**src/rtl/i2c_reg_seq.sv**
```systemverilog
// Register-access sequencer for i2c_master: expands one read/write request into
// the i2c_master command chain, supervises each command and condenses the outcome.

`ifndef I2C_MASTER_VH
`define I2C_MASTER_VH
`define C_SZ   5
`define C_STRT 5'b00001
`define C_STOP 5'b00010
`define C_WRTE 5'b00100
`define C_READ 5'b01000
`define C_NACK 5'b10000
`define S_SZ   7
`define SB_BSY 0
`define SB_DON 1
`define SB_ACK 2
`define SB_ALO 3
`define SB_BBL 4
`define SB_LRA 5
`define SB_ILL 6
`endif

module i2c_reg_seq #(
    parameter int               MAX_LEN = 4,
    parameter int               LEN_W   = 3,
    parameter int               TMO_W   = 20,
    parameter logic [TMO_W-1:0] TMO_CYC = 20'hFFFFF
) (
    input  logic                 clk,
    input  logic                 rst,
    input  logic                 req,
    output logic                 rdy,
    input  logic                 rnw,
    input  logic [6:0]           dev,
    input  logic [7:0]           rega,
    input  logic [LEN_W-1:0]     len,
    input  logic [8*MAX_LEN-1:0] wdata,
    output logic [8*MAX_LEN-1:0] rdata,
    output logic                 done,
    output logic [1:0]           err,
    output logic [`C_SZ-1:0]     m_cmd,
    output logic [7:0]           m_dat,
    output logic                 m_ws,
    input  logic [`S_SZ-1:0]     m_stat,
    input  logic [7:0]           m_dout
);

    // Step counter must reach len+2 (last READ of a maximum-length read).
    localparam int SW = LEN_W + 1;

    localparam logic [1:0] E_OK   = 2'd0;
    localparam logic [1:0] E_NACK = 2'd1;
    localparam logic [1:0] E_MST  = 2'd2;
    localparam logic [1:0] E_TMO  = 2'd3;

    typedef enum logic [2:0] {
        ST_IDLE,
        ST_ISSUE,
        ST_WAIT,
        ST_CHECK,
        ST_ABRT,
        ST_AWAIT,
        ST_FIN
    } state_t;

    state_t               state_reg, state_next;
    logic [SW-1:0]        step_reg, step_next;
    logic [TMO_W-1:0]     wdog_reg, wdog_next;
    logic [1:0]           err_reg, err_next;

    logic                 rnw_reg;
    logic [6:0]           dev_reg;
    logic [7:0]           rega_reg;
    logic [LEN_W-1:0]     len_reg;
    logic [8*MAX_LEN-1:0] wdata_reg;
    logic [7:0]           rbyte_reg [MAX_LEN];

    logic                 accept;
    logic                 rd_store;
    logic                 len_bad;
    logic                 is_last;
    logic [SW-1:0]        last_step;
    logic [SW-1:0]        wr_idx;
    logic [SW-1:0]        rd_idx;
    logic [7:0]           wr_byte;
    logic [`C_SZ-1:0]     cur_cmd;
    logic [7:0]           cur_dat;
    logic                 st_bsy, st_don, st_ack, st_err;
    logic                 cmd_done;
    logic                 tmo_hit;

    assign st_bsy   = m_stat[`SB_BSY];
    assign st_don   = m_stat[`SB_DON];
    assign st_ack   = m_stat[`SB_ACK];
    assign st_err   = m_stat[`SB_ALO] | m_stat[`SB_BBL] | m_stat[`SB_LRA] | m_stat[`SB_ILL];
    assign cmd_done = !st_bsy && st_don;
    assign tmo_hit  = (wdog_reg == TMO_CYC - TMO_W'(1));

    assign rdy      = (state_reg == ST_IDLE) && !st_bsy;
    assign len_bad  = (len == '0) || (len > LEN_W'(MAX_LEN));

    // Writes: addr, rega, len data bytes. Reads: addr, rega, re-addr, len READs.
    assign last_step = rnw_reg ? (SW'(len_reg) + SW'(2)) : (SW'(len_reg) + SW'(1));
    assign is_last   = (step_reg == last_step);
    assign wr_idx    = step_reg - SW'(2);
    assign rd_idx    = step_reg - SW'(3);

    always_comb begin
        wr_byte = 8'h00;
        for (int k = 0; k < MAX_LEN; k++) begin
            if (wr_idx == SW'(k)) begin
                wr_byte = wdata_reg[8*k +: 8];
            end
        end
    end

    always_comb begin
        cur_cmd = `C_WRTE;
        cur_dat = 8'h00;
        if (step_reg == SW'(0)) begin
            cur_cmd = `C_STRT | `C_WRTE;
            cur_dat = {dev_reg, 1'b0};
        end else if (step_reg == SW'(1)) begin
            cur_dat = rega_reg;
        end else if (!rnw_reg) begin
            cur_dat = wr_byte;
            if (is_last) begin
                cur_cmd = `C_WRTE | `C_STOP;
            end
        end else if (step_reg == SW'(2)) begin
            cur_cmd = `C_STRT | `C_WRTE;
            cur_dat = {dev_reg, 1'b1};
        end else begin
            cur_cmd = is_last ? (`C_READ | `C_NACK | `C_STOP) : `C_READ;
        end
    end

    always_comb begin
        state_next = state_reg;
        step_next  = step_reg;
        wdog_next  = wdog_reg;
        err_next   = err_reg;
        accept     = 1'b0;
        rd_store   = 1'b0;
        m_ws       = 1'b0;
        m_cmd      = '0;
        m_dat      = 8'h00;
        done       = 1'b0;
        case (state_reg)
            ST_IDLE: begin
                if (req && rdy) begin
                    accept    = 1'b1;
                    step_next = '0;
                    if (len_bad) begin
                        err_next   = E_MST;
                        state_next = ST_FIN;
                    end else begin
                        err_next   = E_OK;
                        state_next = ST_ISSUE;
                    end
                end
            end
            ST_ISSUE: begin
                m_ws       = 1'b1;
                m_cmd      = cur_cmd;
                m_dat      = cur_dat;
                wdog_next  = '0;
                state_next = ST_WAIT;
            end
            ST_WAIT: begin
                if (cmd_done) begin
                    state_next = ST_CHECK;
                end else if (tmo_hit) begin
                    err_next   = E_TMO;
                    state_next = ST_FIN;
                end else begin
                    wdog_next = wdog_reg + TMO_W'(1);
                end
            end
            ST_CHECK: begin
                // i2c_master already released the bus on arbitration/bus errors.
                if (st_err) begin
                    err_next   = E_MST;
                    state_next = ST_FIN;
                end else if (((cur_cmd & `C_WRTE) != '0) && !st_ack) begin
                    err_next   = E_NACK;
                    state_next = ST_ABRT;
                end else begin
                    rd_store = ((cur_cmd & `C_READ) != '0);
                    if (is_last) begin
                        state_next = ST_FIN;
                    end else begin
                        step_next  = step_reg + SW'(1);
                        state_next = ST_ISSUE;
                    end
                end
            end
            ST_ABRT: begin
                m_ws       = 1'b1;
                m_cmd      = `C_STOP;
                wdog_next  = '0;
                state_next = ST_AWAIT;
            end
            ST_AWAIT: begin
                // Status of the abort STOP is not reported; the NACK stands.
                if (cmd_done) begin
                    state_next = ST_FIN;
                end else if (tmo_hit) begin
                    err_next   = E_TMO;
                    state_next = ST_FIN;
                end else begin
                    wdog_next = wdog_reg + TMO_W'(1);
                end
            end
            ST_FIN: begin
                done       = 1'b1;
                state_next = ST_IDLE;
            end
            default: state_next = ST_IDLE;
        endcase
    end

    always_ff @(posedge clk or negedge rst) begin
        if (!rst) begin
            state_reg <= ST_IDLE;
            step_reg  <= '0;
            wdog_reg  <= '0;
            err_reg   <= E_OK;
            rnw_reg   <= 1'b0;
            dev_reg   <= 7'h00;
            rega_reg  <= 8'h00;
            len_reg   <= '0;
            wdata_reg <= '0;
        end else begin
            state_reg <= state_next;
            step_reg  <= step_next;
            wdog_reg  <= wdog_next;
            err_reg   <= err_next;
            if (accept) begin
                rnw_reg   <= rnw;
                dev_reg   <= dev;
                rega_reg  <= rega;
                len_reg   <= len;
                wdata_reg <= wdata;
            end
        end
    end

    for (genvar gi = 0; gi < MAX_LEN; gi++) begin : g_rbyte
        always_ff @(posedge clk or negedge rst) begin
            if (!rst) begin
                rbyte_reg[gi] <= 8'h00;
            end else if (accept) begin
                rbyte_reg[gi] <= 8'h00;
            end else if (rd_store && (rd_idx == SW'(gi))) begin
                rbyte_reg[gi] <= m_dout;
            end
        end
        assign rdata[8*gi +: 8] = rbyte_reg[gi];
    end

    assign err = err_reg;

endmodule

```
**config.mk**
```make
export PLATFORM = sky130hd
export DESIGN_NAME = i2c_reg_seq
export DESIGN_NICKNAME = d
export VERILOG_FILES = /design/src/rtl/i2c_reg_seq.sv
export SDC_FILE = /design/constraint.sdc
export NUM_CORES = 1
export LEC_CHECK = 0
export BUFFER_PORTS_ARGS = -buffer_cell sky130_fd_sc_hd__buf_2
export CORE_UTILIZATION = 45
export DETAILED_ROUTE_END_ITERATION = 10
export PLACE_DENSITY = 0.79
export REMOVE_ABC_BUFFERS = 1
export SETUP_SLACK_MARGIN = 0.4
export SYNTH_ARGS = -nofsm -noshare
export SYNTH_HDL_FRONTEND = slang
export SYNTH_SLANG_ARGS = --single-unit
```
**constraint.sdc**
```tcl
create_clock -name clk -period 3.1 [get_ports clk]
set_clock_uncertainty 0.15 [all_clocks]
set_input_delay 0.465 -clock clk [delete_from_list [all_inputs] [get_ports clk]]
set_output_delay 0.465 -clock clk [all_outputs]
set_load 0.005 [all_outputs]
```
Word-level counts from Yosys, hierarchy flattened. Cells that the tools add are included.

Word-level logic and storage cells: 131. Bits in latches: 0. Output and inout bits: 50. Memories: 0. Bits of input ports: 69. Flip-flop bits (word level): 112. Memory bits (read-only): 0. Bits in writable memories: 0.

Muxes and demuxes: 56. Divide/modulo/power cells: 0. Reductions and logical operators: 28. Shift operators: 0. Equality and inequality tests: 24. Bitwise operators: 3. Order comparisons: 1. Multiply operators: 0. Add/subtract/negate cells: 6.

Operators by type and width (number): 8-bit 2-to-1 mux (17); 20-bit 2-to-1 mux (2); 20-bit case mux with 2 select lines (1); 5-bit 2-to-1 mux (5); 3-bit 2-to-1 mux (8); 20-bit by 1-bit adder with 20-bit output (second input constant) (1); 20-bit equality test (second input constant) (1); 4-bit by 2-bit equality test with 1-bit output (second input constant) (5); 4-bit 2-to-1 mux (5); 3-bit case mux with 6 select lines (1); 2-bit 2-to-1 mux (7); 4-bit by 1-bit equality test with 1-bit output (second input constant) (3); 4-bit logical NOT (3); 2-bit nonzero test (6); 2-bit inequality test (second input constant) (5); 5-bit case mux with 2 select lines (1); 5-bit AND reduction (2); 3-bit equality test (second input constant) (3); 1-bit logical AND (8); 4-bit case mux with 2 select lines (1); 4-bit by 2-bit subtractor with 4-bit output (second input constant) (2); 1-bit 2-to-1 mux (7); 3-bit by 2-bit equality test with 1-bit output (second input constant) (2); 3-bit logical NOT (2); 15 further kinds (20).

Depth between registers and ports, before layout. Gate-level depths: netlist (run 1).

Word-level depth: 15. Gate-level depth with buffers: 10. Depth with buffers taken out: 8.

Worst setup path after synthesis (run 1). No wires, ideal clock.

Path type: flip-flop to output port. Start point: register step_reg[0]. End point: output port m_dat[1]. Stages on the path, launching flop included: 10. Slack: 0.599 ns. Required time: 2.485 ns. Path buffers: 3. Arrival: 1.886 ns. Cells stage by stage: dfrtp_1 > buf_2 > inv_1 > ha_1 > clkbuf_1 > and3_1 > clkbuf_1 > a221oi_1 > o21a_1 > o21ai_1.

Cells in the longest elaborated chain, start to end: 10. Elaborated cells on any way between the ends: 17. Those cells by class: 1 x add/sub; 5 x eq/ne; 9 x mux; 2 x reduce/logical.

Ends and longest elaborated chain: start: declaration (RTL line 66) `logic [SW-1:0] step_reg, step_next;`; start signal: assignment (RTL line 235) `step_reg <= step_next;`; 4-bit by 2-bit subtractor with 4-bit output (RTL line 104) `assign wr_idx = step_reg - SW'(2);`; 4-bit logical NOT (RTL line 110) `if (wr_idx == SW'(k)) begin`; 8-bit 2-to-1 mux (4 in series) (RTL line 110); 8-bit 2-to-1 mux (RTL line 124) `end else if (!rnw_reg) begin`; 8-bit 2-to-1 mux (RTL line 122) `end else if (step_reg == SW'(1)) begin`; 8-bit 2-to-1 mux * (RTL line 119) `if (step_reg == SW'(0)) begin`; 8-bit 2-to-1 mux * (RTL line 148) `case (state_reg)`; end: declaration (RTL line 41) `output logic [7:0] m_dat,`.

Mark *: on every way between the ends. The rest lies on a longest branch, timed or not.

Worst setup path in the final report (run 1).
Start point: register len_reg[1]. End point: output port m_cmd[1].

Cells in the longest elaborated chain, start to end: 9. Elaborated cells on any way between the ends: 11. Those cells by class: 2 x add/sub; 1 x eq/ne; 8 x mux.

Ends and longest elaborated chain: start: declaration (RTL line 73) `logic [LEN_W-1:0] len_reg;`; start signal: assignment (RTL line 242) `len_reg <= len;`; 3-bit by 1-bit adder with 4-bit output or 3-bit by 2-bit adder with 4-bit output (tied branches) (RTL line 102) `assign last_step = rnw_reg ? (SW'(len_reg) + SW'(2)) : (SW'(len_reg) + SW'(1));`; 4-bit 2-to-1 mux * (RTL line 102); 4-bit equality test * (RTL line 103) `assign is_last = (step_reg == last_step);`; 5-bit 2-to-1 mux (no line); 5-bit 2-to-1 mux (RTL line 129) `end else if (step_reg == SW'(2)) begin`; 5-bit 2-to-1 mux * (RTL line 124); 5-bit 2-to-1 mux * (RTL line 122); 5-bit 2-to-1 mux * (RTL line 119); 5-bit case mux with 2 select lines * (RTL line 148); end: declaration (RTL line 40) `` output logic [`C_SZ-1:0] m_cmd, ``.

Marks and branches as above.

==> key figures, run 1 <==
Run status
  – Status: complete, no violations

GRT
  – Largest net degree at the start of global routing: 87
  – Antenna violations before repair: 1
  – Total congestion overflow: 0
  – Number of global-route vias before repair: 4807
  – First-pass GRT wire length: 23190 um
  – All-Layer GR Usage: 0.2225

Floorplan
  – Die width: 115.6 um
  – Core box area: 0.01262 mm2
  – Initial Utilization: 0.4600
  – Rows: 41
  – Die H: 115.6 um
  – Die area: 0.01336 mm2
  – I/O pins: 119

Synthesis
  – Post-Syn Instances: 653
  – Synthesis Warnings: 0
  – Async S/R FF share, synth: 1.000
  – Synthesized area per cell: 8.891 um2
  – Sequential element share of the synthesized area: 0.4828
  – Synthesis-stage register bit count: 112
  – Post-synth EDFFs: 0
  – Post-synth top flop: dfrtp_1
  – Syn Std Cell Area: 0.005806 mm2
  – Library cells used by synthesis: 60

Worst setup path
  – RR Endpoint: rdata[23]
  – Worst path bufs/invs: 1
  – CP Launch Type: flop
  – Flop2flop setup slack: 0.54 ns
  – Worst EP required: 2.48 ns
  – Family with the most delay on the worst path: simple AND/OR/NAND/NOR gates
  – Setup crit end kind: output port
  – Worst reg2reg path depth: 9
  – Crit path kind: flop to output port
  – Crit-path slowest cell: dfrtp_2
  – Crit-path cells: ha_4, nor2_2, o21a_1, nor4_2, and2_1, nand4_1, a21oi_1, buf_2
  – Crit path arrival time: 2.21 ns
  – Max incr delay on CP: 0.45 ns
  – Crit Path Max Fanout: 4
  – Worst reg2reg startpoint: step_reg[1]

Routing
  – Post-route ant nets: 0
  – DR vias/cell: 5.339
  – Avg WL per Cell: 14.93 um
  – DR iter-0 viols: 411
  – Via count: 5099
  – DRC: 0
  – Final wirelength: 14260 um
  – DRT Pass-1 Iters: 5

Cells and area
  – Final nets: 858
  – Number of fill cells in the layout: 1136
  – Leading cell type in the layout, fill and taps excluded: nand2_1
  – Area occupied by multi-input gates: 0.003048 mm2
  – Reg area: 0.002809 mm2
  – Layout cell share with drive strength beyond 1: 0.2826
  – Commonest non-fill, non-tap cells in the layout: nand2_1, buf_2, dfrtp_1
  – Layout area overhead: 24.57%

STA
  – Least-Margin Pin Slew: 0.5221 ns
  – Period utilization: 0.9111
  – PnR worst setup slack: 0.2756 ns
  – Achievable Freq: 0.3541 GHz
  – Setup TNS Final: 0 ns
  – Rel. slew slack: 0.6493
  – Crit path time final: 2.824 ns
  – Final setup violation count: 0
  – RSZ-0062 raised after global routing: yes
  – Final Hold Vio Count: 0
  – Slew Limit Fails: 0

Clock network
  – Clk slew on worst S/H paths: 0.07 ns
  – CTS tree: yes
  – Max clock buf depth: 2
  – H-tree lvl count: 3
  – Clock latency on the worst-skew pair: 0.35 ns
  – CTS sink count: 112
  – Root Buffer: clkbuf_16
  – Num CTS Buffers: 9

Run
  – Max Cap Viol: 0

Placed design
  – Setup Slack @ Placement: 0.2519 ns
  – Port Buffer Count: 118
  – Hpwl dp: 9358 um
  – Final Wtd Congestion: 0.8274

Worst hold path
  – HP Class: input pin to flop
  – Hold Crit Start: wdata[25]
  – Hold Crit Depth: 3
  – Min-Delay Endpoint: wdata_reg[25]

Power and ir drop
  – Leak Pwr: 3.829 nW
  – Pwr Total: 4.702 mW
  – Peak VDD IR: 340.4 uV
  – Pwr dens: 650.2 mW/mm2
## layer usage
| metal | up-vias | global-route usage | share of wire |
|---|---|---|---|
| li1 | 2439 | - | - |
| met1 | 2472 | 0.2950 | 0.44 |
| met2 | 162 | 0.3589 | 0.48 |
| met3 | 26 | 0.06538 | 0.064 |
| met4 | 0 | 0.05455 | 0.016 |
| met5 | - | 0 | 0 |
## synthesized netlist by cell type (all sizes together) (5+ instances only)
cell	number	share of area
dfrtp	112	0.48
and2	5	0.0054
clkbuf	21	0.014
a221oi	8	0.012
inv	8	0.0052
nand4	8	0.011
a21oi	22	0.022
nand3	8	0.0069
o21a	9	0.013
o211ai	5	0.0073
mux2i	32	0.055
xnor2	8	0.012
o21ai	36	0.032
nor3	7	0.0060
ha	11	0.024
buf	11	0.011
nand2	200	0.13
o22ai	7	0.0075
and3	6	0.0065
xor2	13	0.020
or3	8	0.010
nor2	72	0.047
## area by class of cell
cell class	instances	share of cell area
inverter	8	0.004498
sequential	112	0.3884
clock inverter	5	0.004844
clock buffer	10	0.03166
tap	172	0.02976
multi-input combinational	501	0.4215
timing repair buffer	146	0.1190
antenna	1	0.0003460
## worst max path at each step
stage	startpoint	end	slack, ns	cells past startpoint
3_3_place_gp	step_reg[0]	rdata[2]	0.33	7
4_1_cts	len_reg[1]	m_cmd[1]	0.26	8
5_1_grt	rnw_reg	m_cmd[1]	0.19	6
6_report	len_reg[1]	m_cmd[1]	0.28	8
2_1_floorplan	state_reg[1]	err[0]	-0.40	6
3_5_place_dp	step_reg[0]	rdata[5]	0.25	7
## per-stage QoR
| step | util | cell area, um2 | instances | hold slack [ns] |
|---|---|---|---|---|
| finish | 0.5731 | 7232 | 955 | 0.1434 |
| global route | 0.5729 | 7229 | 954 | 0.1408 |
| CTS | 0.5556 | 7012 | 948 | 0.1363 |
| detailed placement | 0.5219 | 6586 | 923 | 0.1532 |
| global placement | 0.5219 | 6586 | 923 | 0.1542 |
| floorplan | - | 5662 | 621 | 0.01941 |
## logic make-up (layout without fill, tap and decap cells)
kind of cell	after synthesis	after routing	synth area share
DFF	112	112	0.4828
AOI/OAI and AO/OA	103	103	0.1213
and+or+nand+nor	332	332	0.2515
other	0	1	0
adders and majority gates	11	11	0.02371
muxes	34	34	0.05905
buffers and inverters	40	169	0.02996
xor gates and xnor gates	21	21	0.03168
## power by group
part,total [mW],switching [mW],internal [mW]
Clock,1.07,0.528,0.541
Sequential,2.14,0.320,1.81
Combinational,1.50,0.869,0.629
## worst min-delay path, delay by kind of cell
kind	cells	cell delay [ns]
and+or+nand+nor	2	0.08
buffers and inverters	1	0.07
## what timing repair did
| action | 4_1_cts | 5_1_grt |
|---|---|---|
| pin swaps | 21 | 13 |
| endpoints found under the setup margin | 44 | 25 |
| endpoints found under the hold margin | 8 | 0 |
| gates resized for setup | 27 | 31 |
| hold buffers | 1 | 0 |
| buffers inserted | 9 | 6 |
Power figures use the tool's default switching activity.
==> inputs of run 2 (changes only) <==
--- a/config.mk
+++ b/config.mk
@@ -8,6 +8,8 @@
 export BUFFER_PORTS_ARGS = -buffer_cell sky130_fd_sc_hd__buf_2
 export CORE_UTILIZATION = 45
 export DETAILED_ROUTE_END_ITERATION = 10
+export GPL_ROUTABILITY_DRIVEN = 0
+export GPL_TIMING_DRIVEN = 0
 export PLACE_DENSITY = 0.79
 export REMOVE_ABC_BUFFERS = 1
 export SETUP_SLACK_MARGIN = 0.4
==> key figures, run 2 (synthesis gave the netlist of run 1 again) <==
Clock network
  – H-tree lvl count: 3 (unchanged)
  – Cts hold-fix bufs: 0 (was 1)
  – Num CTS Buffers: 9 (unchanged)
  – Root Buffer: clkbuf_16 (unchanged)
  – CTS sink count: 112 (unchanged)
  – CTS tree: yes (unchanged)
  – Clk slew on worst S/H paths: 0.08 ns (was 0.07 ns)
  – Clock latency on the worst-skew pair: 0.36 ns (was 0.35 ns)
  – Max clock buf depth: 2 (unchanged)

Floorplan
  – Initial Utilization: 0.4600 (unchanged)
  – Core box area: 0.01262 mm2 (unchanged)
  – Die H: 115.6 um (unchanged)
  – Die area: 0.01336 mm2 (unchanged)
  – Rows: 41 (unchanged)
  – I/O pins: 119 (unchanged)
  – Die width: 115.6 um (unchanged)

Routing
  – DR vias/cell: 5.246 (was 5.339)
  – DRT Pass-1 Iters: 5 (unchanged)
  – Avg WL per Cell: 15.14 um (was 14.93 um)
  – Final wirelength: 14340 um (was 14260 um)
  – Via count: 4968 (was 5099)
  – Post-route ant nets: 0 (unchanged)
  – DRC: 0 (unchanged)
  – DR iter-0 viols: 421 (was 411)

Worst setup path
  – Crit path kind: flop to output port (unchanged)
  – Crit Path Max Fanout: 4 (unchanged)
  – Family with the most delay on the worst path: simple AND/OR/NAND/NOR gates (unchanged)
  – Crit path arrival time: 2.21 ns (about the same)
  – Max incr delay on CP: 0.44 ns (was 0.45 ns)
  – Crit-path slowest cell: dfrtp_2 (unchanged)
  – CP Launch Type: flop (unchanged)
  – Worst path bufs/invs: 1 (unchanged)
  – Setup crit end kind: output port (unchanged)
  – Worst EP required: 2.48 ns (about the same)
  – Crit-path cells: ha_4, xnor2_2, o211a_1, nor4_4, and2_4, nand4_1, a21oi_1, buf_2 (was ha_4, nor2_2, o21a_1, nor4_2, and2_1, nand4_1, a21oi_1, buf_2)

Power and ir drop
  – Net Sw Frac: 0.3623 (was 0.3652)
  – Cell internal pwr: 3.047 mW (was 2.985 mW)
  – Clock share of power: 0.250 (was 0.227)
  – Pwr dens: 666.8 mW/mm2 (was 650.2 mW/mm2)
  – Leak Pwr: 3.786 nW (was 3.829 nW)
  – Peak VDD IR: 347.8 uV (was 340.4 uV)
  – Sw Pwr: 1.731 mW (was 1.718 mW)
  – Pwr Total: 4.778 mW (was 4.702 mW)
  – Comb pwr share: 0.307 (was 0.318)
  – Sequential Power Share: 0.443 (was 0.454)

GRT
  – Largest net degree at the start of global routing: 62 (was 87)
  – Total congestion overflow: 0 (unchanged)
  – Antenna violations before repair: 1 (unchanged)
  – First-pass GRT wire length: 22730 um (was 23190 um)
  – Number of global-route vias before repair: 4708 (was 4807)
  – All-Layer GR Usage: 0.2224 (was 0.2225)

STA
  – Least-Margin Pin Slew: 0.6823 ns (was 0.5221 ns)
  – Final setup violation count: 0 (unchanged)
  – Fin Hold WS: -0.002456 ns (was 0.1434 ns)
  – Crit path time final: 2.829 ns (was 2.824 ns)
  – RSZ-0062 raised after global routing: yes (unchanged)
  – Slew Limit Fails: 0 (unchanged)
  – Period utilization: 0.9124 (was 0.9111)
  – Final Hold Vio Count: 9 (was 0)
  – Rel. slew slack: 0.5451 (was 0.6493)
  – Achievable Freq: 0.3535 GHz (was 0.3541 GHz)

Placed design
  – Placed cells: 914 (was 923)
  – Port Buffer Count: 118 (unchanged)
  – Hpwl dp: 9060 um (was 9358 um)

Cells and area
  – Layout cell share with drive strength beyond 1: 0.2726 (was 0.2826)
  – Number of fill cells in the layout: 1181 (was 1136)
  – Layout area overhead: 23.43% (was 24.57%)
  – Fin cells: 947 (was 955)
  – Commonest non-fill, non-tap cells in the layout: nand2_1, buf_2, dfrtp_1 (unchanged)
  – Leading cell type in the layout, fill and taps excluded: nand2_1 (unchanged)
  – Final nets: 849 (was 858)

Worst hold path
  – HP Class: input pin to async pin (was input pin to flop)

Run status
  – Status: finished with violations (was complete, no violations)
  – Failing checks: negative hold slack

Run
  – Max Cap Viol: 0 (unchanged)
==> run 2: changes by cell type in the layout (fill, tap and decap cells not counted), moves of 5 or more <==
cell and change:
a221oi_1 +7, a221oi_2 -7, buf_4 -8, o21ai_0 +5, o21ai_1 -7
==> run 2: per-layer routing <==
metal  routed length [um]  part of all wire  track usage  vias to the layer above
met1                 6236              0.43       0.2762                     2395
met5                    0                 0            0                        -
met2                 7111              0.50       0.3808                      130
li1                     -                 -            -                     2428
met4                  181             0.013      0.07273                        0
met3                  808             0.056      0.05387                       15
==> run 2: stage by stage <==
step	utilization	setup slack (ns)	setup TNS (ns)	hold WS [ns]	instance area, um2
4_1_cts	0.5622	0.1902	0	0.01814	7094
3_3_place_gp	0.5125	-1.418	-72.93	0.3036	6467
6_report	0.5678	0.2715	0	-0.002456	7166
3_5_place_dp	0.5183	0.1711	0	0.3112	6541
2_1_floorplan	-	-0.4020	-1.482	0.01941	5662
5_1_grt	0.5676	0.1560	0	0.05610	7163
==> run 2: cell type report <==
type,count,area (um2),share of cell area
clock buffer,9,225.2,0.03143
antenna,1,2.502,0.0003492
timing repair buffer,135,764.5,0.1067
sequential,112,2813,0.3925
inverter,8,32.53,0.004540
multi-input combinational,503,3035,0.4236
tap,172,215.2,0.03003
clock inverter,7,77.57,0.01083
==> run 2: worst reg2reg max path, delay by kind of cell (launching register included) <==
kind	cells	cell delay (ns)
adder cells (fa/ha/maj)	1	0.21
AND/OR/NAND/NOR	3	0.45
AO/OA/AOI/OAI	2	0.67
buffers and inverters	2	0.37
flip-flops	1	0.42
multiplexers	1	0.22
==> run 2: path summary, 6_finish.rpt <==
check	startpoint	to	slack [ns]	depth (start not counted)
max reg2reg	step_reg[1]	rdata[18]	0.49	9
max in group asynchronous	rst	state_reg[1]	2.05	2
min in group clk	wdata[27]	wdata_reg[27]	0.14	3
max	len_reg[1]	m_cmd[1]	0.27	8
min reg2reg	wdata_reg[15]	wdata_reg[15]	0.33	2
min	rst	wdata_reg[29]	-0.002	1
==> run 2: power groups by stage <==
| stage | Combinational [mW] | Sequential, mW | Clock, mW |
|---|---|---|---|
| after floorplan | 0.893 | 2.05 | 0 |
| after CTS | 1.42 | 2.09 | 1.22 |
| final | 1.47 | 2.12 | 1.20 |
| after global routing | 1.65 | 2.16 | 1.27 |
| after detailed placement | 1.29 | 2.12 | 0 |
| after global placement | 1.22 | 2.11 | 0 |
==> run 2: what timing repair did <==
item,4_1_cts,5_1_grt
gates cloned,1,1
buffers inserted,12,2
setup endpoints to repair,48,16
gates resized for setup,34,13
pin swaps,22,10
